[src/rtl/writeback_unit.sv]
// Writeback stage: registers ALU/PC+4 results or waits for and extends load data
// before driving the register-file write port.
module writeback_unit #(
  parameter int unsigned XLEN         = 32,
  parameter int unsigned LOAD_TIMEOUT = 16
) (
  input  logic            clk,
  input  logic            rst,
  input  logic            in_valid,
  output logic            in_ready,
  input  logic [4:0]      in_rd,
  input  logic            in_regwrite,
  input  logic [1:0]      in_wbsel,
  input  logic [XLEN-1:0] in_alu,
  input  logic [XLEN-1:0] in_pc4,
  input  logic [2:0]      in_funct3,
  input  logic [1:0]      in_addr_lo,
  input  logic            mem_rvalid,
  input  logic [XLEN-1:0] mem_rdata,
  output logic            rf_we,
  output logic [4:0]      rf_rd,
  output logic [XLEN-1:0] rf_data,
  output logic            load_busy,
  output logic            load_error,
  output logic [31:0]     retired
);

  localparam int unsigned CntW = (LOAD_TIMEOUT > 1) ? $clog2(LOAD_TIMEOUT) : 1;
  localparam logic [CntW-1:0] CntMax = CntW'(LOAD_TIMEOUT - 1);

  typedef enum logic [0:0] {StIdle, StWaitLoad} state_e;

  state_e            state_q, state_d;
  logic [CntW-1:0]   cnt_q, cnt_d;
  logic [4:0]        ld_rd_q, ld_rd_d;
  logic              ld_we_q, ld_we_d;
  logic [2:0]        ld_funct3_q, ld_funct3_d;
  logic [1:0]        ld_addr_q, ld_addr_d;
  logic              rf_we_q, rf_we_d;
  logic [4:0]        rf_rd_q, rf_rd_d;
  logic [XLEN-1:0]   rf_data_q, rf_data_d;
  logic              err_q, err_d;
  logic [31:0]       retired_q, retired_d;

  logic [7:0]        ld_byte;
  logic [15:0]       ld_half;
  logic [XLEN-1:0]   ld_ext;

  // Byte/halfword selection uses the offset latched at acceptance.
  always_comb begin
    ld_byte = mem_rdata[7:0];
    unique case (ld_addr_q)
      2'd0: ld_byte = mem_rdata[7:0];
      2'd1: ld_byte = mem_rdata[15:8];
      2'd2: ld_byte = mem_rdata[23:16];
      2'd3: ld_byte = mem_rdata[31:24];
      default: ld_byte = mem_rdata[7:0];
    endcase
    ld_half = ld_addr_q[1] ? mem_rdata[31:16] : mem_rdata[15:0];
    unique case (ld_funct3_q)
      3'b000:  ld_ext = {{(XLEN-8){ld_byte[7]}}, ld_byte};
      3'b100:  ld_ext = {{(XLEN-8){1'b0}}, ld_byte};
      3'b001:  ld_ext = {{(XLEN-16){ld_half[15]}}, ld_half};
      3'b101:  ld_ext = {{(XLEN-16){1'b0}}, ld_half};
      default: ld_ext = mem_rdata;
    endcase
  end

  always_comb begin
    state_d     = state_q;
    cnt_d       = cnt_q;
    ld_rd_d     = ld_rd_q;
    ld_we_d     = ld_we_q;
    ld_funct3_d = ld_funct3_q;
    ld_addr_d   = ld_addr_q;
    rf_we_d     = 1'b0;
    rf_rd_d     = rf_rd_q;
    rf_data_d   = rf_data_q;
    err_d       = err_q;
    retired_d   = retired_q;
    unique case (state_q)
      StIdle: begin
        if (in_valid) begin
          if (in_wbsel == 2'b01) begin
            state_d     = StWaitLoad;
            cnt_d       = '0;
            ld_rd_d     = in_rd;
            ld_we_d     = in_regwrite && (in_rd != 5'd0);
            ld_funct3_d = in_funct3;
            ld_addr_d   = in_addr_lo;
          end else begin
            retired_d = retired_q + 32'd1;
            // Reserved wbsel and x0 targets retire without writing.
            if (in_regwrite && (in_rd != 5'd0) && (in_wbsel != 2'b11)) begin
              rf_we_d   = 1'b1;
              rf_rd_d   = in_rd;
              rf_data_d = in_wbsel[1] ? in_pc4 : in_alu;
            end
          end
        end
      end
      StWaitLoad: begin
        if (mem_rvalid) begin
          state_d   = StIdle;
          retired_d = retired_q + 32'd1;
          if (ld_we_q) begin
            rf_we_d   = 1'b1;
            rf_rd_d   = ld_rd_q;
            rf_data_d = ld_ext;
          end
        end else if (cnt_q == CntMax) begin
          state_d = StIdle;
          err_d   = 1'b1;
        end else begin
          cnt_d = cnt_q + CntW'(1);
        end
      end
      default: state_d = StIdle;
    endcase
  end

  always_ff @(posedge clk or negedge rst) begin
    if (!rst) begin
      state_q     <= StIdle;
      cnt_q       <= '0;
      ld_rd_q     <= '0;
      ld_we_q     <= 1'b0;
      ld_funct3_q <= '0;
      ld_addr_q   <= '0;
      rf_we_q     <= 1'b0;
      rf_rd_q     <= '0;
      rf_data_q   <= '0;
      err_q       <= 1'b0;
      retired_q   <= '0;
    end else begin
      state_q     <= state_d;
      cnt_q       <= cnt_d;
      ld_rd_q     <= ld_rd_d;
      ld_we_q     <= ld_we_d;
      ld_funct3_q <= ld_funct3_d;
      ld_addr_q   <= ld_addr_d;
      rf_we_q     <= rf_we_d;
      rf_rd_q     <= rf_rd_d;
      rf_data_q   <= rf_data_d;
      err_q       <= err_d;
      retired_q   <= retired_d;
    end
  end

  assign in_ready   = (state_q == StIdle);
  assign load_busy  = (state_q == StWaitLoad);
  assign rf_we      = rf_we_q;
  assign rf_rd      = rf_rd_q;
  assign rf_data    = rf_data_q;
  assign load_error = err_q;
  assign retired    = retired_q;

endmodule

[config.mk]
export PLATFORM = sky130hd
export DESIGN_NAME = writeback_unit
export DESIGN_NICKNAME = d
export VERILOG_FILES = /design/src/rtl/writeback_unit.sv
export SDC_FILE = /design/constraint.sdc
export NUM_CORES = 1
export LEC_CHECK = 0
export BUFFER_PORTS_ARGS = -buffer_cell sky130_fd_sc_hd__buf_4
export CORE_MARGIN = 4
export CORE_UTILIZATION = 25
export DETAILED_ROUTE_END_ITERATION = 7
export SLEW_MARGIN = 30
export SYNTH_ARGS = -nofsm -noshare
export SYNTH_HDL_FRONTEND = slang
export SYNTH_SLANG_ARGS = --single-unit
[constraint.sdc]
create_clock -name clk -period 1.9 [get_ports clk]
set_input_delay 0.095 -clock clk [delete_from_list [all_inputs] [get_ports clk]]
set_output_delay 0.095 -clock clk [all_outputs]
set_load 0.005 [all_outputs]
* After elaboration in Yosys (flattened, before gate mapping)
Cells that the tools add are included.
** Operators by class
- Add/sub/neg operators :: 2
- Bitwise logic cells :: 2
- Equality and inequality tests :: 17
- Multiplexer cells :: 36
- Reduce and logical (&&, ||, !) cells :: 10
** Operators by type and width (count)
- two-way mux 32 bit :: 9
- case mux 32 bit (2 select lines) :: 2
- case mux 32 bit (4 select lines) :: 1
- adder 32 x 1 -> 32 bit, second input constant :: 1
- case mux 8 bit (4 select lines) :: 1
- two-way mux 5 bit :: 5
- two-way mux 16 bit :: 1
- two-way mux 4 bit :: 4
- inequality test 2 bit, second input constant :: 6
- case mux 5 bit (2 select lines) :: 1
- two-way mux 1 bit :: 9
- AND reduction 3 bit :: 3
- case mux 4 bit (2 select lines) :: 1
- == test 3 bit, second input constant :: 2
- inequality test 2 x 1 -> 1 bit, second input constant :: 3
- AND reduction 5 bit :: 1
- nonzero test 5 bit :: 1
- adder 4 x 1 -> 4 bit, second input constant :: 1
- == test 2 x 1 -> 1 bit, second input constant :: 2
- == test 2 bit, second input constant :: 2
- == test 4 bit, second input constant :: 1
- case mux 1 bit (2 select lines) :: 2
- AND reduction 4 bit :: 1
- == test 3 x 1 -> 1 bit, second input constant :: 1
- 4 further kinds :: 6
** Word-level totals
- Word-level logic and storage cells :: 78
- Flip-flop bits (word level) :: 87

* Depth between registers and ports, before layout
- Depth in word-level cells :: 7
- Gate-level depth with buffers :: 7

* Least setup slack after synthesis
No wires, ideal clock.
- Kind :: reg2reg
- From :: reg state_q, in the netlist load_busy
- To :: reg retired_q[22], in the netlist retired[22]
- Required time :: 1.776 ns
- Setup time :: 0.124 ns
- Arrival :: 1.582 ns
- Stages on the path, launching flop included :: 7
- Setup slack :: 0.193 ns
- Cells stage by stage :: dfrtp_1 -> buf_2 -> nand2b_4 -> o21a_1 -> nor3_4 -> nand4_1 -> xnor2_1
** On the way
- Word-level cells in the longest chain between the ends :: 3
** Ends and longest elaborated chain
- start: declaration :: line 33 : state_e state_q, state_d;
- start signal: assignment :: line 124 : state_q <= StIdle;
- start signal: assignment :: line 136 : state_q <= state_d;
- inverter 1 bit (no line)
- inequality test 2 bit (no line)
- AND reduction 3 bit (no line)
- end signal: assignment :: line 146 : retired_q <= retired_d;
- end: declaration :: line 43 : logic [31:0] retired_q, retired_d;
Parallel ways exist; a longest one is shown, timed or not.
A chain may end at the register's enable or synchronous reset.

* Worst setup path after layout
- From :: in in_rd[0]
- To :: reg rf_data_q[28], in the netlist rf_data[28]
** On the way
- Word-level cells in the longest chain between the ends :: 5
** Ends and longest elaborated chain
- start: declaration :: line 11 : input logic [4:0] in_rd,
- nonzero test 5 bit :: line 94 : if (in_regwrite && (in_rd != 5'd0) && (in_wbsel != 2'b11)) begin
- logical AND 1 bit (2 in a row) :: line 94
- inequality test 2 x 1 -> 1 bit (no line)
- AND reduction 5 bit (no line)
- end signal: assignment :: line 144 : rf_data_q <= rf_data_d;
- end: declaration :: line 41 : logic [XLEN-1:0] rf_data_q, rf_data_d;
No other way between the ends.

==> impl_metrics.ini <==
[routing]
num_vias = 4479
drt-initial-drc-count = 205
routed_wl_mm = 16.4
viasPerCell = 4.62
drc = 0
detail_route.wl_per_cell_um = 16.9
ant_nets = 0
drt_first_pass_iters = 5

[floorplanning]
fp.coreArea_um2 = 18800
io_pins = 186
fp.dieH_um = 147
start_util_pct = 25.5
die_area_um2 = 21500
num_rows = 50
die_w_um = 147

[clock_tree]
cts.sinks = 87
cts_tree = done
htreeDepth = 3
cts-buffers-inserted = 9
cts_root_buf = clkbuf_16
clk_pin_slew_ns = 0.06
cts_buffer_depth = 2
insertion_delay_ns = 0.35

[logic_synthesis]
ys.flop_type = dfrtp_1
syn-num-nets = 607
synth_cells = 492
synth_edf_count = 0
ys_seq_elements = 87
avgSynthCellArea_um2 = 9.78
ys_types = 53
ys_seq_area_share_pct = 45.3
synthArstFlopShare_pct = 100
yosysWarnings = 0
syn-cell-area_um2 = 4810

[layout]
layout-drive-gt1-share_pct = 37.2
fin_nets = 820
syn_to_final_growth_pct = 49.5
final_common_cell = buf_4
layout_common_cells = 209 x buf_4, 86 x dfrtp_1, 72 x nand2_1
finalNonFillerCells = 970
diodes = 0

[placement]
hpwl_mm = 12.4
portBuffers = 185
dp.cells = 937
gp_congestion = 0.790

[timing]
hold_viol = 0
clock.fmax_mhz = 549
tightestPinTransition_ns = 0.570
drv_slew = 0
skew_ns = 0.00514
rsz0062_at_grt = no
setup_tns_ns = 0
finalCritPeriodShare_pct = 95.8
setup_viol = 0
finalCriticalPeriod_ns = 1.82
relSlewSlack_pct = 61.5

[grt]
grt-ovfl-total = 0
grt_max_degree = 51
antenna_found_initial = 0
grt_usage_pct = 14.7
grt_pass1_wl_mm = 25.0
first_global_vias = 4402

[setup_path]
worstPathRequired_ns = 2.14
cp-end-kind = flip-flop
cp-start-kind = input pin
critical_path.max_fanout = 6
cp.arrival_ns = 2.06
crit_type = in -> reg

[power]
power.density_nw_per_um2 = 894
power_frac_comb_pct = 30.8
seq_power_share_pct = 38.9
p_clk_share_pct = 30.3
ir_drop_v = 0.000665
internal_power_w = 0.00450
swShare_pct = 30.0
leakagePower_nw = 3.56
p_switching_w = 0.00193

[job]
cap_violations = 0

[status]
outcome = completed

[worst_hold_path]
hold_class = in -> reg
-- metal layers --
layer | vias to the layer above | global-route usage (%) | wire (um)
met3 | 16 | 6.32 | 1510
li1 | 2192 | - | -
met5 | - | 0 | 0
met1 | 2096 | 19.4 | 7280
met4 | 0 | 3.06 | 194
met2 | 175 | 22.7 | 7450
-- path summary, 6_finish.rpt --
path,slack [ns],startpoint,endpoint,depth (start not counted)
max,0.08,in_rd[0],rf_data[28],8
min,0.07,in_rd[2],rf_rd[2],3
max reg2reg,0.15,ld_addr_q[0],rf_data[15],5
min reg2reg,0.48,ld_rd_q[4],ld_rd_q[4],2
max in group asynchronous,1.19,rst,retired[6],3
min in group asynchronous,0.15,rst,retired[25],2
-- per-stage QoR --
step	hold slack, ns	setup slack [ns]	instance area [um2]	utilization [%]	power, W
after floorplan	-0.201	0.193	4810	-	0.00338
after global routing	0.0878	0.0281	7190	38.2	0.00682
after detailed placement	-0.0291	0.155	6610	35.1	0.00448
after CTS	0.0577	0.00747	7060	37.5	0.00648
final	0.0672	0.0795	7190	38.2	0.00643
after global placement	-0.0342	0.184	6610	35.1	0.00445
-- area by class of cell --
cell class	instances	area [um2]
repair buffers	230	1880
clock inverters	5	81.3
fillers	1906	11600
well taps	260	325
clock buffers	11	243
flip-flops and latches	87	2180
inverters	6	22.5
multi-input cells	371	2460
-- power groups by stage --
stage                     Combinational, W  Sequential [W]  Clock [W]
after floorplan                   0.000849         0.00253          0
after global placement             0.00192         0.00253          0
after detailed placement           0.00195         0.00253          0
after CTS                          0.00197         0.00250    0.00201
after global routing               0.00218         0.00256    0.00208
final                              0.00198         0.00250    0.00195
-- flip-flops by register name, summed over array words and instances, names as in the netlist --
signal and count:
rf_we 1, ld_funct3_q 3, ld_addr_q 2, cnt_q 4, rf_rd 5, load_busy 1
ld_rd_q 5, retired 32, load_error 1, rf_data 32, ld_we_q 1
-- worst max-delay path: stages --
cell	delay [ns]
dlygate4sd3_1	0.55
buf_4	0.15
or4_4	0.43
o21ai_4	0.18
o31a_4	0.26
clkbuf_16	0.19
a21oi_2	0.04
a21o_1	0.15
-- cell families (layout without fill, tap and decap cells) --
kind of cell             count (synthesis)  count (layout)  share of synthesized area (%)
AND/OR/NAND/NOR                        168             168                           17.3
AO/OA/AOI/OAI                          136             136                           19.6
flip-flops                              87              87                           45.3
multiplexers                            34              34                           7.57
buffers and inverters                   34             252                           4.08
XOR/XNOR                                31              31                           5.65
adder cells (fa/ha/maj)                  2               2                          0.520
-- cell usage after synthesis (8+ instances only) --
library cell,number,area [um2]
clkbuf_1,11,41.3
o31ai_1,8,60.1
a21oi_1,31,155
dfrtp_1,87,2180
o21ai_0,19,95.1
a21oi_2,10,87.6
xnor2_1,26,228
and3_1,10,62.6
mux2_2,9,101
nor2_1,23,86.3
nand2_1,72,270
nand4_1,10,62.6
nor2b_1,15,93.8
mux2i_1,24,240
nand3_1,17,85.1
a21o_1,23,173
-- repair_timing --
item / CTS / global route
hold buffers: 12 / 0
resized for setup: 0 / 8
setup buffers: 0 / 1
endpoints found under the setup margin: 0 / 33
endpoints found under the hold margin: 98 / 0
No activity file was read; power rests on OpenSTA's default activity.
